### src/rtl/mcc_pkg.sv
// Shared encodings for the multi-cycle control FSM: state codes, MIPS-style
// opcode/funct constants, ALU operation codes and PC source selects.
package mcc_pkg;

    typedef enum logic [2:0] {
        S_IF     = 3'b000,
        S_ID     = 3'b001,
        S_EXE    = 3'b010,
        S_MEM    = 3'b011,
        S_WB     = 3'b100,
        S_BR     = 3'b101,
        S_HALTED = 3'b110,
        S_TRAP   = 3'b111
    } state_t;

    typedef enum logic [2:0] {
        ALU_ADD  = 3'b000,
        ALU_SUB  = 3'b001,
        ALU_SLL  = 3'b010,
        ALU_OR   = 3'b011,
        ALU_AND  = 3'b100,
        ALU_SLTU = 3'b101,
        ALU_SLT  = 3'b110,
        ALU_XNOR = 3'b111
    } alu_op_t;

    typedef enum logic [1:0] {
        PC_PLUS4  = 2'b00,
        PC_BRANCH = 2'b01,
        PC_JUMP   = 2'b10
    } pc_src_t;

    // Opcodes (IR[31:26])
    localparam logic [5:0] OP_RTYPE  = 6'b000000;
    localparam logic [5:0] OP_BLTZ   = 6'b000001;
    localparam logic [5:0] OP_J      = 6'b000010;
    localparam logic [5:0] OP_BEQ    = 6'b000100;
    localparam logic [5:0] OP_BNE    = 6'b000101;
    localparam logic [5:0] OP_ADDIU  = 6'b001001;
    localparam logic [5:0] OP_SLTI   = 6'b001010;
    localparam logic [5:0] OP_SLTIU  = 6'b001011;
    localparam logic [5:0] OP_ANDI   = 6'b001100;
    localparam logic [5:0] OP_ORI    = 6'b001101;
    localparam logic [5:0] OP_LW     = 6'b100011;
    localparam logic [5:0] OP_SW     = 6'b101011;

    // R-type function codes (IR[5:0])
    localparam logic [5:0] FN_SLL    = 6'b000000;
    localparam logic [5:0] FN_ADD    = 6'b100000;
    localparam logic [5:0] FN_SUB    = 6'b100010;
    localparam logic [5:0] FN_AND    = 6'b100100;
    localparam logic [5:0] FN_OR     = 6'b100101;
    localparam logic [5:0] FN_SLT    = 6'b101010;
    localparam logic [5:0] FN_SLTU   = 6'b101011;

    // Conditional branches resolve in BR rather than going through EXE.
    function automatic logic is_branch(input logic [5:0] op);
        return (op == OP_BEQ) || (op == OP_BNE) || (op == OP_BLTZ);
    endfunction

endpackage

### src/rtl/alu_op_decode.sv
// Combinational decode of opcode/funct into the ALU operation and operand
// selects used during EXE. 'legal' is high only for instructions that take
// the EXE path (R-type with a known funct, immediates, lw, sw).
module alu_op_decode
    import mcc_pkg::*;
(
    input  logic [5:0] opcode,
    input  logic [5:0] funct,
    output logic [2:0] alu_op,
    output logic       alu_src_a,
    output logic       alu_src_b,
    output logic       ext_sel,
    output logic       legal
);

    // Map the instruction onto ALU operation and operand selection.
    always_comb begin
        // NOTE: every output gets a default before the case so no path leaves
        // a signal unassigned, which would otherwise infer a latch.
        alu_op    = ALU_ADD;
        alu_src_a = 1'b0;
        alu_src_b = 1'b0;
        ext_sel   = 1'b0;
        legal     = 1'b1;
        if (opcode == OP_RTYPE) begin
            case (funct)
                FN_ADD:  alu_op = ALU_ADD;
                FN_SUB:  alu_op = ALU_SUB;
                FN_AND:  alu_op = ALU_AND;
                FN_OR:   alu_op = ALU_OR;
                FN_SLT:  alu_op = ALU_SLT;
                FN_SLTU: alu_op = ALU_SLTU;
                FN_SLL: begin
                    alu_op    = ALU_SLL;
                    alu_src_a = 1'b1;
                end
                default: legal = 1'b0;
            endcase
        end else begin
            alu_src_b = 1'b1;
            case (opcode)
                OP_ADDIU: begin alu_op = ALU_ADD;  ext_sel = 1'b1; end
                OP_SLTI:  begin alu_op = ALU_SLT;  ext_sel = 1'b1; end
                OP_SLTIU: begin alu_op = ALU_SLTU; ext_sel = 1'b1; end
                OP_ANDI:  alu_op = ALU_AND;
                OP_ORI:   alu_op = ALU_OR;
                OP_LW,
                OP_SW:    begin alu_op = ALU_ADD;  ext_sel = 1'b1; end
                default: begin
                    alu_src_b = 1'b0;
                    legal     = 1'b0;
                end
            endcase
        end
    end

endmodule

### src/rtl/multi_cycle_ctrl.sv
// Multi-cycle control FSM: sequences IF/ID/EXE/MEM/WB/BR for the latched
// instruction and drives ALU opcode, datapath selects and write strobes.
// Outputs are decoded combinationally from the state register plus
// opcode/funct; every strobe and retire is held low while Reset is low.
// Build option: define ILLEGAL_TRAP_EN to send unknown opcodes/functs to a
// sticky TRAP state; otherwise they retire as a NOP.
module multi_cycle_ctrl
    import mcc_pkg::*;
#(
    parameter logic [5:0] HALT_OPCODE = 6'b111111,
    parameter int         CNT_W       = 32
) (
    input  logic             CLK,
    input  logic             Reset,
    input  logic [5:0]       opcode,
    input  logic [5:0]       funct,
    input  logic             zero,
    input  logic             sign,
    output logic [2:0]       alu_op,
    output logic             alu_src_a,
    output logic             alu_src_b,
    output logic             ext_sel,
    output logic             pc_we,
    output logic [1:0]       pc_src,
    output logic             ir_we,
    output logic             mem_re,
    output logic             mem_we,
    output logic             reg_we,
    output logic             reg_dst,
    output logic             wb_src,
    output logic [2:0]       state,
    output logic             retire,
    output logic [CNT_W-1:0] instr_cnt,
    output logic             halted
);

    state_t     state_q;
    logic [2:0] dec_alu_op;
    logic       dec_src_a;
    logic       dec_src_b;
    logic       dec_ext_sel;
    logic       dec_legal;

    alu_op_decode u_decode (
        .opcode    (opcode),
        .funct     (funct),
        .alu_op    (dec_alu_op),
        .alu_src_a (dec_src_a),
        .alu_src_b (dec_src_b),
        .ext_sel   (dec_ext_sel),
        .legal     (dec_legal)
    );

    assign state  = state_q;
    assign halted = (state_q == S_HALTED);

    // Decode datapath controls from the current state and instruction.
    always_comb begin
        alu_op    = ALU_ADD;
        alu_src_a = 1'b0;
        alu_src_b = 1'b0;
        ext_sel   = 1'b0;
        pc_we     = 1'b0;
        pc_src    = PC_PLUS4;
        ir_we     = 1'b0;
        mem_re    = 1'b0;
        mem_we    = 1'b0;
        reg_we    = 1'b0;
        reg_dst   = 1'b0;
        wb_src    = 1'b0;
        retire    = 1'b0;
        if (Reset) begin
            case (state_q)
                S_IF: begin
                    ir_we = 1'b1;
                    pc_we = 1'b1;
                end
                S_ID: begin
                    if (opcode == HALT_OPCODE) begin
                        retire = 1'b1;
                    end else if (opcode == OP_J) begin
                        pc_we  = 1'b1;
                        pc_src = PC_JUMP;
                        retire = 1'b1;
                    end else if (!is_branch(opcode) && !dec_legal) begin
`ifdef ILLEGAL_TRAP_EN
                        retire = 1'b0;
`else
                        retire = 1'b1;
`endif
                    end
                end
                S_EXE: begin
                    alu_op    = dec_alu_op;
                    alu_src_a = dec_src_a;
                    alu_src_b = dec_src_b;
                    ext_sel   = dec_ext_sel;
                end
                S_MEM: begin
                    if (opcode == OP_LW) begin
                        mem_re = 1'b1;
                    end else begin
                        mem_we = 1'b1;
                        retire = 1'b1;
                    end
                end
                S_WB: begin
                    reg_we  = 1'b1;
                    reg_dst = (opcode == OP_RTYPE);
                    wb_src  = (opcode == OP_LW);
                    retire  = 1'b1;
                end
                S_BR: begin
                    alu_op = ALU_SUB;
                    pc_src = PC_BRANCH;
                    pc_we  = ((opcode == OP_BEQ)  &&  zero) ||
                             ((opcode == OP_BNE)  && !zero) ||
                             ((opcode == OP_BLTZ) &&  sign);
                    retire = 1'b1;
                end
                default: ;
            endcase
        end
    end

    // State sequencing and retired-instruction counter.
    always_ff @(posedge CLK) begin
        // NOTE: sequential state uses non-blocking assignments so every
        // register samples pre-edge values regardless of statement order.
        if (!Reset) begin
            state_q   <= S_IF;
            instr_cnt <= '0;
        end else begin
            if (retire) begin
                instr_cnt <= instr_cnt + CNT_W'(1);
            end
            case (state_q)
                S_IF: state_q <= S_ID;
                S_ID: begin
                    if (opcode == HALT_OPCODE) begin
                        state_q <= S_HALTED;
                    end else if (opcode == OP_J) begin
                        state_q <= S_IF;
                    end else if (is_branch(opcode)) begin
                        state_q <= S_BR;
                    end else if (dec_legal) begin
                        state_q <= S_EXE;
                    end else begin
`ifdef ILLEGAL_TRAP_EN
                        state_q <= S_TRAP;
`else
                        state_q <= S_IF;
`endif
                    end
                end
                S_EXE: begin
                    if ((opcode == OP_LW) || (opcode == OP_SW)) begin
                        state_q <= S_MEM;
                    end else begin
                        state_q <= S_WB;
                    end
                end
                S_MEM: begin
                    if (opcode == OP_LW) begin
                        state_q <= S_WB;
                    end else begin
                        state_q <= S_IF;
                    end
                end
                S_WB:     state_q <= S_IF;
                S_BR:     state_q <= S_IF;
                S_HALTED: state_q <= S_HALTED;
                S_TRAP:   state_q <= S_TRAP;
                default:  state_q <= S_IF;
            endcase
        end
    end

endmodule

### config.mk
export PLATFORM = sky130hd
export DESIGN_NAME = multi_cycle_ctrl
export DESIGN_NICKNAME = d
export VERILOG_FILES = /design/src/rtl/mcc_pkg.sv /design/src/rtl/alu_op_decode.sv /design/src/rtl/multi_cycle_ctrl.sv
export SDC_FILE = /design/constraint.sdc
export NUM_CORES = 1
export LEC_CHECK = 0
export ABC_AREA = 1
export BUFFER_PORTS_ARGS = -buffer_cell sky130_fd_sc_hd__buf_2
export CORE_AREA = 2 2 71 73
export DETAILED_ROUTE_END_ITERATION = 6
export DIE_AREA = 0 0 73 75
export GPL_TIMING_DRIVEN = 0
export HOLD_SLACK_MARGIN = 0.12
export PLACE_DENSITY = 0.89
export SLEW_MARGIN = 20
export SYNTH_ARGS = -nofsm -noshare
export SYNTH_HDL_FRONTEND = slang
export SYNTH_HIERARCHICAL = 1
export SYNTH_SLANG_ARGS = --single-unit
### constraint.sdc
create_clock -name CLK -period 3.5 [get_ports CLK]
set_input_delay 0.175 -clock CLK [delete_from_list [all_inputs] [get_ports CLK]]
set_output_delay 0.175 -clock CLK [all_outputs]
set_load 0.03 [all_outputs]
# Word level (Yosys, flattened, before mapping)
# Cells that the tools add are included.
# totals
regBits	35
latchBits	0
ramBits	0
romBits	0
in_bits	16
out_inout_bits	52
word_cells	100
mem_count	0
# classes
add_sub_neg	1
mul	0
div	0
order_cmp	0
n_eq_ne	25
n_shift	0
muxes	53
bitwise	0
n_reduce_logical	19
# op_table
operator	n
== test 6 bit, second input constant	9
two-way mux 1 bit	35
adder 32 x 1 -> 32 bit, second input constant	1
== test 6 x 4 -> 1 bit, second input constant	5
two-way mux 3 bit	7
one-hot mux 3 bit (7 select lines)	1
one-hot mux 3 bit (6 select lines)	1
OR reduction 7 bit	2
== test 3 bit, second input constant	4
== test 6 x 3 -> 1 bit, second input constant	2
zero test 6 bit	2
one-hot mux 3 bit (4 select lines)	1
two-way mux 2 bit	4
== test 3 x 2 -> 1 bit, second input constant	2
== test 6 x 1 -> 1 bit, second input constant	1
== test 6 x 2 -> 1 bit, second input constant	1
one-hot mux 1 bit (3 select lines)	2
one-hot mux 3 bit (2 select lines)	1
logical OR 1 bit	5
OR reduction 5 bit	1
logical AND 1 bit	4
one-hot mux 2 bit (2 select lines)	1
== test 3 x 1 -> 1 bit, second input constant	1
zero test 1 bit	3
2 further kinds	2

# Logic depth before layout (Yosys ltp)
# Gate-level depths: netlist of the first run.
# logic_depth
ltp_word	11
depth_mapped	16
mapped_depth_nobuf	15

# Cells and area by module
# Netlist of the first run, hierarchy kept.
# by_module_without_submodules
mod	n_inst	cells_each	area_each_um2	seq_area_each_um2
multi_cycle_ctrl	1	402	2327.2	700.7
alu_op_decode	1	64	295.3	0.0

# Least setup slack after synthesis of the first run
# No wires, ideal clock.
# synth_path
path_type	reg-to-reg
startpoint	register instr_cnt[0]
endpoint	register instr_cnt[28]
setup_time_ps	114
t_arrival_ps	1723
required_time_ps	3386
slack_ps	1662
stages_incl_launch_ff	11
path_buffers	0
synth_period_minus_slack_ps	1838
path_cell_list	dfxtp_1 > ha_1 > nand2_1 > nor2_1 > nand2_1 > nor2_2 > nand3_1 > nor3_1 > nand3_1 > nand2_1 > nor2_1
# synth_between
elab_chain_cells	1
# synth_lines
element	line	text
start, declared	multi_cycle_ctrl.sv:33	output logic [CNT_W-1:0] instr_cnt,
start signal, assigned	multi_cycle_ctrl.sv:135	instr_cnt <= instr_cnt + CNT_W'(1);
adder 32 x 1 -> 32 bit	multi_cycle_ctrl.sv:135	
# Every way passes these cells.
# A chain may end at the register's enable or synchronous reset.

# Worst setup path in the final report of the first run
# layout_path
startpoint	register state_q[1], in the netlist state[1]
endpoint	output retire
# layout_between
elab_chain_cells	4
word_cells_on_any_way	7
cone_classes	4 x eq/ne; 2 x mux; 1 x reduce/logical
# layout_lines
element	line	text
start, declared	multi_cycle_ctrl.sv:37	state_t state_q;
start signal, assigned	multi_cycle_ctrl.sv:131	state_q <= S_IF;
start signal, assigned	multi_cycle_ctrl.sv:138	S_IF: state_q <= S_ID;
start signal, assigned	multi_cycle_ctrl.sv:141	state_q <= S_HALTED;
== test 3 bit	multi_cycle_ctrl.sv:73	case (state_q)
OR reduction 2 bit (no line)	--	
one-hot mux 1 bit (3 select lines) *	multi_cycle_ctrl.sv:73	
two-way mux 1 bit *	multi_cycle_ctrl.sv:72	if (Reset) begin
end, declared	multi_cycle_ctrl.sv:32	output logic retire,
# Mark *: on every way between the ends. The rest lies on a longest branch, timed or not.

==> results of run 1 <==
[layout make-up]
class	count	share of cell area
Inverter	73	0.0886
Sequential cell	35	0.227
Timing Repair Buffer	66	0.107
Tap cell	54	0.0218
Multi-Input combinational cell	349	0.512
Buffer	9	0.0206
Clock buffer	6	0.0235
[state kept, by name (all words and copies together) (netlist names)]
name       flops
instr_cnt     32
state          3
[synth_stat cells (all sizes together)]
master	number	share of area
a41oi	1	0.0033
a31oi	2	0.0048
o22ai	1	0.0024
nand4	9	0.024
clkinv	1	0.0014
and2	1	0.0024
nor4	1	0.0024
inv	72	0.10
clkbuf	2	0.0029
ha	1	0.0048
xor2	1	0.0033
nand2	132	0.20
dfxtp	35	0.27
a22oi	1	0.0048
nand3b	1	0.0029
xnor2	4	0.013
nor2	106	0.16
nor3	14	0.033
o21ai	2	0.0038
a21oi	19	0.036
nand3	53	0.10
buf	7	0.021
[per-layer routing]
metal / global-route usage / vias up
li1: - / 1594
met1: 0.321 / 1375
met2: 0.436 / 102
met3: 0.0522 / 8
met4: 0.0823 / 0
met5: 0 / -
[cells by family (layout without fill, tap and decap cells)]
kind of cell | after synthesis | in the layout | synth area share
simple gates | 317 | 317 | 0.527
buf+inv | 82 | 154 | 0.129
flops | 35 | 35 | 0.267
compound gates | 26 | 26 | 0.0553
xor+xnor | 5 | 5 | 0.0167
fa+ha+maj | 1 | 1 | 0.00477
[worst min-delay path, delay by kind of cell]
kind	cells	cell delay [ps]
buffers and inverters	2	330
AOI/OAI and AO/OA	1	60
[report_power, final]
group | internal, mW | total, mW | switching [mW]
clock network | 0.133 | 0.275 | 0.142
logic | 0.0454 | 0.144 | 0.0990
registers | 0.403 | 0.411 | 0.00744
total | 0.581 | 0.830 | 0.249
[final timing paths]
check,startpoint,end,slack (ps),depth (start not counted)
setup reg to reg,instr_cnt[0],instr_cnt[28],1590,10
hold reg to reg,instr_cnt[31],instr_cnt[31],510,2
setup / recovery,state[1],retire,1500,8
hold / removal,Reset,instr_cnt[5],330,3
==> impl_results.md, run 1 <==
- Setup WS post-layout: 1500 ps
- Clock tree sinks: 35
- CTS tree: built
- Synthesized cell area: ~2600 sq um
- Fin. max-slew vios: 0
- Fin. Hold Viols: 0
- Crit Path Max Fanout: 8
- Cell family with most CP delay: simple AND/OR/NAND/NOR gates
- Synth Warn #: 6
- Final hold slack: 328 ps
- Antenna cells: 0
- Drt wl/cell: approximately 11 microns
- Worst-margin pin slew: 498 ps
- CP startpoint kind: flip-flop
- First-pass GRT wire length: 11100 microns
- DRC violations left: 0
- Die ar.: between 5000 and 6000 sq um
- Leakage: ~1.6 nW
- Design area: 3090 sq um
- Slowest Stage Delay on Critical Path: between 300 and 400 ps
- Hold WC Path Type: input pin to flip-flop
- Dpl hpwl: 5250 microns
- Max Fclk: 501 MHz
- Initial drt markers: 169
- Fraction of layout cells with a size suffix above 1: 0.184
- Area grow syn2layout: 17.9%
- Cell variety after synth: 33
- Core Region: 4660 sq um
- Met1 WL: about 3100 microns
- Critical path cell sequence: inv_1 -> nand2_1 -> nor2_1 -> nand2_2 -> nand2_4 -> nand2_1 -> inv_1 -> buf_2
- Sequential area share after synthesis: 0.267
- # hold bufs at CTS: 0
- Postcts setup bufs: 0
- Top-level I/O count: 68
- Horiz. Die Dim: 73 microns
- Setup Total Neg Slack: 0 ps
- Non-Filler Instances: 592
- Path type of the worst setup path: flip-flop to primary output
- Buf+Inv Stages, Crit Path: 3
- Commonest non-fill, non-tap cell in the layout: nand2_1
- DP Area: just over 3000 sq um
- Clk_skew: 8.68 ps
- Outcome: finished, final reports clean
- GRT Overall Usage: 0.255
- Final setup fails: 0
- GRT overflow: 0
- Site Rows: 25
- Clock Latency Late Sink: just under 300 ps
- Cells after DPL: 586
- Avg Inst Size Synth: 5.63 sq um
- Relative slew slack: 0.668
- Fin crit share: 0.571
- CP arrival: 1820 ps
- Reg area: 701 sq um
- DR top layer: met4
- RSZ-0062 raised after global routing: false
- IR drop worst, VDD: 0.188 mV
- Most frequent cells in the layout: nand2_1, nor2_1, inv_1, buf_2, nand3_1
- Total length of routed met2 wires: 3210 microns
- Multi-input logic area: 1580 sq um
- Via/cell ratio: 5.20
- Detail Route Antenna Nets: 0
- Number of synthesized register bits: 35
- Tot Pwr: 0.830 mW
- Largest net degree at the start of global routing: 11
- Router iterations before antenna repair: 4
- Place WS: 1540 ps
- Max-cap viol count: 0
- Reg clk slew, reported paths: approximately 70 ps
- Nets: 556
- H-tree level count: 2
- Minimum clock period: about 2000 ps
- Initial antenna violation count: 0
- Fillers: 425
- Final GP Congestion: 0.933
- Syn Inst Count: roughly 470
- Routed via count: 3079
- Initial Util: 0.563
- Met3 Routed Length: around 410 microns
- CTS resizes: 0
- CTS buffer count: 5
- PD cells: 268 nW/um^2
- Crit. End Element: primary output
- Util after Layout: 0.664
- CP required: 3320 ps
- Routed WL: 6770 microns
- Port Buf Inserts: 66
- Number of global-route vias before repair: around 2700
- Worst path slowest cell: dfxtp_1
- Clk root buf: clkbuf_8
- Die Y: 75 microns
- Syn nets: slightly below 500
- Clock Path Buffers: 2
(Power assumes the default switching activity.)
==> inputs of run 2 (changes only) <==
--- a/config.mk
+++ b/config.mk
@@ -7,12 +7,12 @@
 export LEC_CHECK = 0
 export ABC_AREA = 1
 export BUFFER_PORTS_ARGS = -buffer_cell sky130_fd_sc_hd__buf_2
-export CORE_AREA = 2 2 71 73
+export CORE_AREA = 2 2 73 75
 export DETAILED_ROUTE_END_ITERATION = 6
-export DIE_AREA = 0 0 73 75
+export DIE_AREA = 0 0 75 77
 export GPL_TIMING_DRIVEN = 0
 export HOLD_SLACK_MARGIN = 0.12
-export PLACE_DENSITY = 0.89
+export PLACE_DENSITY = 0.85
 export SLEW_MARGIN = 20
 export SYNTH_ARGS = -nofsm -noshare
 export SYNTH_HDL_FRONTEND = slang
==> constraint.sdc (replaced) <==
create_clock -name CLK -period 2.06 [get_ports CLK]
set_input_delay 0.103 -clock CLK [delete_from_list [all_inputs] [get_ports CLK]]
set_output_delay 0.103 -clock CLK [all_outputs]
set_load 0.03 [all_outputs]
==> run 2 against run 1 <==
Routed wire length up 2.5%. Hold slack worse by 51 ps. Clock-buffer cell count did not move. Clock power increased by 120%. Final cell count up 2.9%. Flip-flop and latch count unchanged. Sequential share of layout area decreased by 0.41 points. Critical path depth down 1.
==> impl_results.md, run 2 (same netlist as run 1, synthesis figures left out) <==
- Outcome: finished, final reports clean (unchanged)
- Relative slew slack: 0.673 (was 0.668)
- CP arrival: 1770 ps (was 1820 ps)
- Port Buf Inserts: 66 (unchanged)
- Detail Route Antenna Nets: 0 (unchanged)
- Max Fclk: 535 MHz
- PD cells: 491 nW/um^2 (was 268 nW/um^2)
- Most frequent cells in the layout: nand2_1, nor2_1, inv_1, buf_2, nand3_1 (unchanged)
- RSZ-0062 raised after global routing: false (unchanged)
- Path type of the worst setup path: flip-flop to primary output (unchanged)
- RR Startpoint: instr_cnt[0] (unchanged)
- Initial drt markers: 171 (was 169)
- Top reg by flops: instr_cnt (unchanged)
- Setup Total Neg Slack: 0 ps (unchanged)
- GRT Overall Usage: 0.245 (was 0.255)
- Initial Util: 0.527 (was 0.563)
- Routed WL: 6940 microns (was 6770 microns)
- Via/cell ratio: 5.10 (was 5.20)
- FF-to-FF setup slack: 190 ps (was 1590 ps)
- Fraction of layout cells with a size suffix above 1: 0.189 (was 0.184)
- CP required: 1960 ps (was 3320 ps)
- Minimum clock period: 1870 ps
- Fin crit share: 0.907
- DP Area: 3040 sq um (was 3020 sq um)
- Setup crit end: retire (unchanged)
- Non-Filler Instances: 609 (was 592)
- CP startpoint: state[1] (unchanged)
- Hold WC Path Type: input pin to flip-flop (unchanged)
- Place WS: 134 ps (was 1540 ps)
- Initial antenna violation count: 0 (unchanged)
- Top-level I/O count: 68 (unchanged)
- Crit. End Element: primary output (unchanged)
- # hold bufs at CTS: 0 (unchanged)
- Leakage: 1.57 nW (was 1.55 nW)
- Clock Path Buffers: 2 (unchanged)
- Dpl hpwl: 5310 microns (was 5250 microns)
- Final GP Congestion: 0.944 (was 0.933)
- H-tree level count: 2 (unchanged)
- Routed via count: 3106 (was 3079)
- Core Region: 4980 sq um (was 4660 sq um)
- CTS buffer count: 5 (unchanged)
- IR drop worst, VDD: 0.302 mV (was 0.188 mV)
- Fillers: 485 (was 425)
- Max-cap viol count: 0 (unchanged)
- Largest net degree at the start of global routing: 11 (unchanged)
- Router iterations before antenna repair: 5 (was 4)
- Drt wl/cell: 11.4 microns (about the same)
- Die ar.: 5780 sq um (was 5480 sq um)
- Clock Latency Late Sink: 290 ps (about the same)
- GRT overflow: 0 (unchanged)
- R2r worst-path depth: 10 (unchanged)
- Antenna cells: 0 (unchanged)
- Worst-margin pin slew: 490 ps (was 498 ps)
- Final hold slack: 277 ps (was 328 ps)
- Die Y: 77 microns (was 75 microns)
- DRC violations left: 0 (unchanged)
- Cells after DPL: 602 (was 586)
- Util after Layout: 0.633 (was 0.664)
- Final setup fails: 0 (unchanged)
- Horiz. Die Dim: 75 microns (was 73 microns)
- RR Endpoint: instr_cnt[28] (unchanged)
- Site Rows: 26 (was 25)
- CP startpoint kind: flip-flop (unchanged)
- First-pass GRT wire length: 11400 microns (was 11100 microns)
- Design area: 3150 sq um (was 3090 sq um)
- Fin. max-slew vios: 0 (unchanged)
- Setup WS post-layout: 191 ps (was 1500 ps)
- Nets: 556 (unchanged)
- Clk_skew: 8.36 ps (was 8.68 ps)
- Clock tree sinks: 35 (unchanged)
- Crit Path Max Fanout: 8 (unchanged)
- Clk root buf: clkbuf_8 (unchanged)
- Fin. Hold Viols: 0 (unchanged)
- Postcts setup bufs: 0 (unchanged)
- CTS tree: built (unchanged)
- Area grow syn2layout: 20.1% (was 17.9%)
- Tot Pwr: 1.55 mW (was 0.830 mW)
- Commonest non-fill, non-tap cell in the layout: nand2_1 (unchanged)
- Number of global-route vias before repair: 2689 (was 2701)
- Largest register FFs: 32 (unchanged)
- Reg clk slew, reported paths: 70 ps (about the same)
## run 2: per-layer routing
| metal | global-route usage | share of wire | vias to the layer above |
|---|---|---|---|
| met4 | 0.0589 | 0.011 | 0 |
| li1 | - | - | 1597 |
| met2 | 0.417 | 0.48 | 99 |
| met1 | 0.315 | 0.45 | 1401 |
| met5 | 0 | 0 | - |
| met3 | 0.0420 | 0.060 | 9 |
## run 2: worst max-delay path, stage by stage (launching register included)
cell     delay, ps
dfxtp_1        400
inv_1          110
nor3_2         240
a22oi_2        130
nand2_4        160
nand2_1        160
inv_1           80
buf_2          190
## run 2: where the power goes
group	internal, mW	total, mW	switching (mW)
Clock	0.355	0.602	0.248
Sequential	0.685	0.697	0.0120
Combinational	0.0773	0.246	0.169
Total	1.12	1.55	0.429
## run 2: repair_timing
action	4_1_cts	5_1_grt
gates resized for setup	0	2
endpoints found under the hold margin	0	0
endpoints found under the setup margin	0	3
## run 2: how the worst min path moves through the flow
| stage | startpoint | endpoint | slack (ps) | depth (start not counted) |
|---|---|---|---|---|
| final | opcode[4] | state[2] | 280 | 5 |
| after global routing | opcode[4] | state[2] | 310 | 5 |
| after CTS | opcode[4] | state[1] | 280 | 4 |
| after detailed placement | instr_cnt[31] | instr_cnt[31] | 510 | 2 |
| after global placement | instr_cnt[31] | instr_cnt[31] | 490 | 2 |
| after floorplan | opcode[2] | state[1] | 350 | 3 |
## run 2: layout make-up
class	count	area, sq um	share of cell area
clock inverters	1	30.0	0.00953
repair buffers	66	330	0.105
multi-input cells	349	1590	0.505
plain buffers	9	63.8	0.0203
well taps	70	87.6	0.0278
flip-flops and latches	35	701	0.222
clock buffers	6	72.6	0.0230
inverters	73	274	0.0870
==> inputs of run 3 (changes only) <==
==> constraint.sdc (replaced) <==
create_clock -name CLK -period 2.06 [get_ports CLK]
set_input_delay 0.206 -clock CLK [delete_from_list [all_inputs] [get_ports CLK]]
set_output_delay 0.206 -clock CLK [all_outputs]
set_load 0.03 [all_outputs]
==> run 3 against run 2 <==
Fmax fell by 4.8%. Die area unchanged. Hold slack improved by 120 ps. Critical path type unchanged. Critical endpoint unchanged. Clock-buffer cell count unchanged. Utilization rose by 0.70 points. Total power grew 0.28%. Worst setup slack got worse by 94 ps.
==> impl_results.md, run 3 (same netlist as run 1, synthesis figures left out) <==
- Outcome: finished, final reports clean (unchanged)
- Crit Path Max Fanout: 8 (unchanged)
- Clk_skew: 11.0 ps (was 8.36 ps)
- Largest register FFs: 32 (unchanged)
- Initial Util: 0.527 (unchanged)
- Cell family with most CP delay: simple AND/OR/NAND/NOR gates (unchanged)
- Critical path cell sequence: inv_1 -> nand2_1 -> nor2_1 -> nand2_2 -> nand2_4 -> nand2_4 -> inv_1 -> buf_2 (was inv_1 -> nor3_2 -> a22oi_2 -> nand2_4 -> nand2_1 -> inv_1 -> buf_2)
- Final GP Congestion: 0.944 (unchanged)
- Nets: 558 (was 556)
- Initial antenna violation count: 0 (unchanged)
- GRT Overall Usage: 0.245 (unchanged)
- Multi-input logic area: 1610 sq um (was 1590 sq um)
- Detail Route Antenna Nets: 0 (unchanged)
- Most frequent cells in the layout: nand2_1, nor2_1, inv_1, buf_2, nand3_1 (unchanged)
- Routed via count: 3092 (was 3106)
- Reg area: 701 sq um (unchanged)
- Routed WL: 7030 microns (was 6940 microns)
- Drt wl/cell: 11.5 microns (was 11.4 microns)
- Final setup fails: 0 (unchanged)
- Antenna cells: 0 (unchanged)
- PD cells: 487 nW/um^2 (was 491 nW/um^2)
- CP required: 1850 ps (was 1960 ps)
- Util after Layout: 0.640 (was 0.633)
- Fillers: 488 (was 485)
- Path type of the worst setup path: flip-flop to primary output (unchanged)
- Dpl hpwl: 5310 microns (unchanged)
- GR met2 Demand/Resource: 0.417 (unchanged)
- FF-to-FF setup slack: 210 ps (was 190 ps)
- GRT overflow: 0 (unchanged)
- Initial drt markers: 175 (was 171)
- Clock tree sinks: 35 (unchanged)
- GRT Max-Usage Layer: met2 (unchanged)
- Fin. Hold Viols: 0 (unchanged)
- CTS buffer count: 5 (unchanged)
- Net switching power figure: 0.431 mW (was 0.429 mW)
- Die ar.: 5780 sq um (unchanged)
- CP arrival: 1760 ps (was 1770 ps)
- Final hold slack: 400 ps (was 277 ps)
- Hold WC Path Type: input pin to flip-flop (unchanged)
- P_int: 1.12 mW (about the same)
- Largest net degree at the start of global routing: 11 (unchanged)
- Clk pwr share: 0.387 (was 0.390)
- IR drop worst, VDD: 0.299 mV (was 0.302 mV)
- Flop pwr share: 0.450 (was 0.451)
- Core Region: 4980 sq um (unchanged)
- Met1 Use GR: 0.315 (unchanged)
- Met3 global-route usage: 0.0420 (unchanged)
- Horiz. Die Dim: 75 microns (unchanged)
- Site Rows: 26 (unchanged)
- Clock Latency Late Sink: 290 ps (about the same)
- Fin. max-slew vios: 0 (unchanged)
- Via/cell ratio: 5.06 (was 5.10)
- Number of global-route vias before repair: 2689 (unchanged)
- Worst-margin pin slew: 492 ps (was 490 ps)
- Gate power share: 0.164 (was 0.159)
- Reg clk slew, reported paths: 70 ps (about the same)
- Sw frac: 0.278 (was 0.277)
- CTS tree: built (unchanged)
- Router iterations before antenna repair: 5 (unchanged)
- Port Buf Inserts: 66 (unchanged)
- Die Y: 77 microns (unchanged)
- Top reg by flops: instr_cnt (unchanged)
- RSZ-0062 raised after global routing: true (was false)
- Slowest Stage Delay on Critical Path: 350 ps (was 400 ps)
- Max Fclk: 509 MHz (was 535 MHz)
- Fin crit share: 0.953 (was 0.907)
- Clock Path Buffers: 2 (unchanged)
- Max-cap viol count: 0 (unchanged)
- Buf+Inv Stages, Crit Path: 3 (unchanged)
- Minimum clock period: 1960 ps (was 1870 ps)
- H-tree level count: 2 (unchanged)
- CP startpoint kind: flip-flop (unchanged)
- Top-level I/O count: 68 (unchanged)
- DRC violations left: 0 (unchanged)
- First-pass GRT wire length: 11400 microns (unchanged)
- Fraction of layout cells with a size suffix above 1: 0.198 (was 0.189)
- Crit. End Element: primary output (unchanged)
- Commonest non-fill, non-tap cell in the layout: nand2_1 (unchanged)
- Worst path slowest cell: dfxtp_1 (unchanged)
- Area grow syn2layout: 21.5% (was 20.1%)
- Leakage: 1.59 nW (was 1.57 nW)
- Clk root buf: clkbuf_8 (unchanged)
- Relative slew slack: 0.672 (was 0.673)
[run 3: worst paths after layout]
check / startpoint / end / cells after the start
min reg2reg: instr_cnt[31] / instr_cnt[31] / 2
max: state[1] / retire / 8
max reg2reg: instr_cnt[0] / instr_cnt[28] / 10
min: opcode[4] / state[2] / 5
[run 3: routing by layer]
| metal | part of all wire | wire (microns) | vias up |
|---|---|---|---|
| met5 | 0 | 0 | - |
| met4 | 0.013 | 91 | 0 |
| met3 | 0.055 | 387 | 11 |
| met2 | 0.49 | 3420 | 97 |
| met1 | 0.44 | 3130 | 1387 |
| li1 | - | - | 1597 |
[run 3: final cells by class]
cell class              instances  share of cell area
plain buffers                   9              0.0200
flip-flops and latches         35               0.220
well taps                      70              0.0275
inverters                      73              0.0860
repair buffers                 68               0.109
multi-input cells             349               0.505
clock inverters                 1             0.00943
clock buffers                   6              0.0228
[run 3: through the flow]
step           cell area (sq um)  total power [mW]  setup WS, ps  instances  TNS [ps]
2_1_floorplan               2620             0.877           222        466         0
3_3_place_gp                3040             0.951          61.8        602         0
3_5_place_dp                3040             0.958          21.0        602         0
4_1_cts                     3140              1.55          3.78        609         0
5_1_grt                     3190              1.60         -37.5        611     -37.5
6_report                    3190              1.55          96.9        611         0
[run 3: power groups by stage]
stage               Combinational, mW  Sequential (mW)  Clock [mW]
global route                    0.275            0.698       0.624
finish                          0.254            0.697       0.600
CTS                             0.247            0.697       0.603
detailed placement              0.246            0.712           0
global placement                0.240            0.711           0
floorplan                       0.149            0.727           0
[run 3: repair_timing]
action	4_1_cts	5_1_grt
endpoints found under the setup margin	0	3
buffers inserted	0	2
gates resized for setup	0	8
hold buffers	0	0
[run 3: tightest hold or removal path, stage by stage]
cell and delay (ps):
buf_2 150, nand4_2 120, nand2_1 50, nand2_1 50, a31oi_1 60
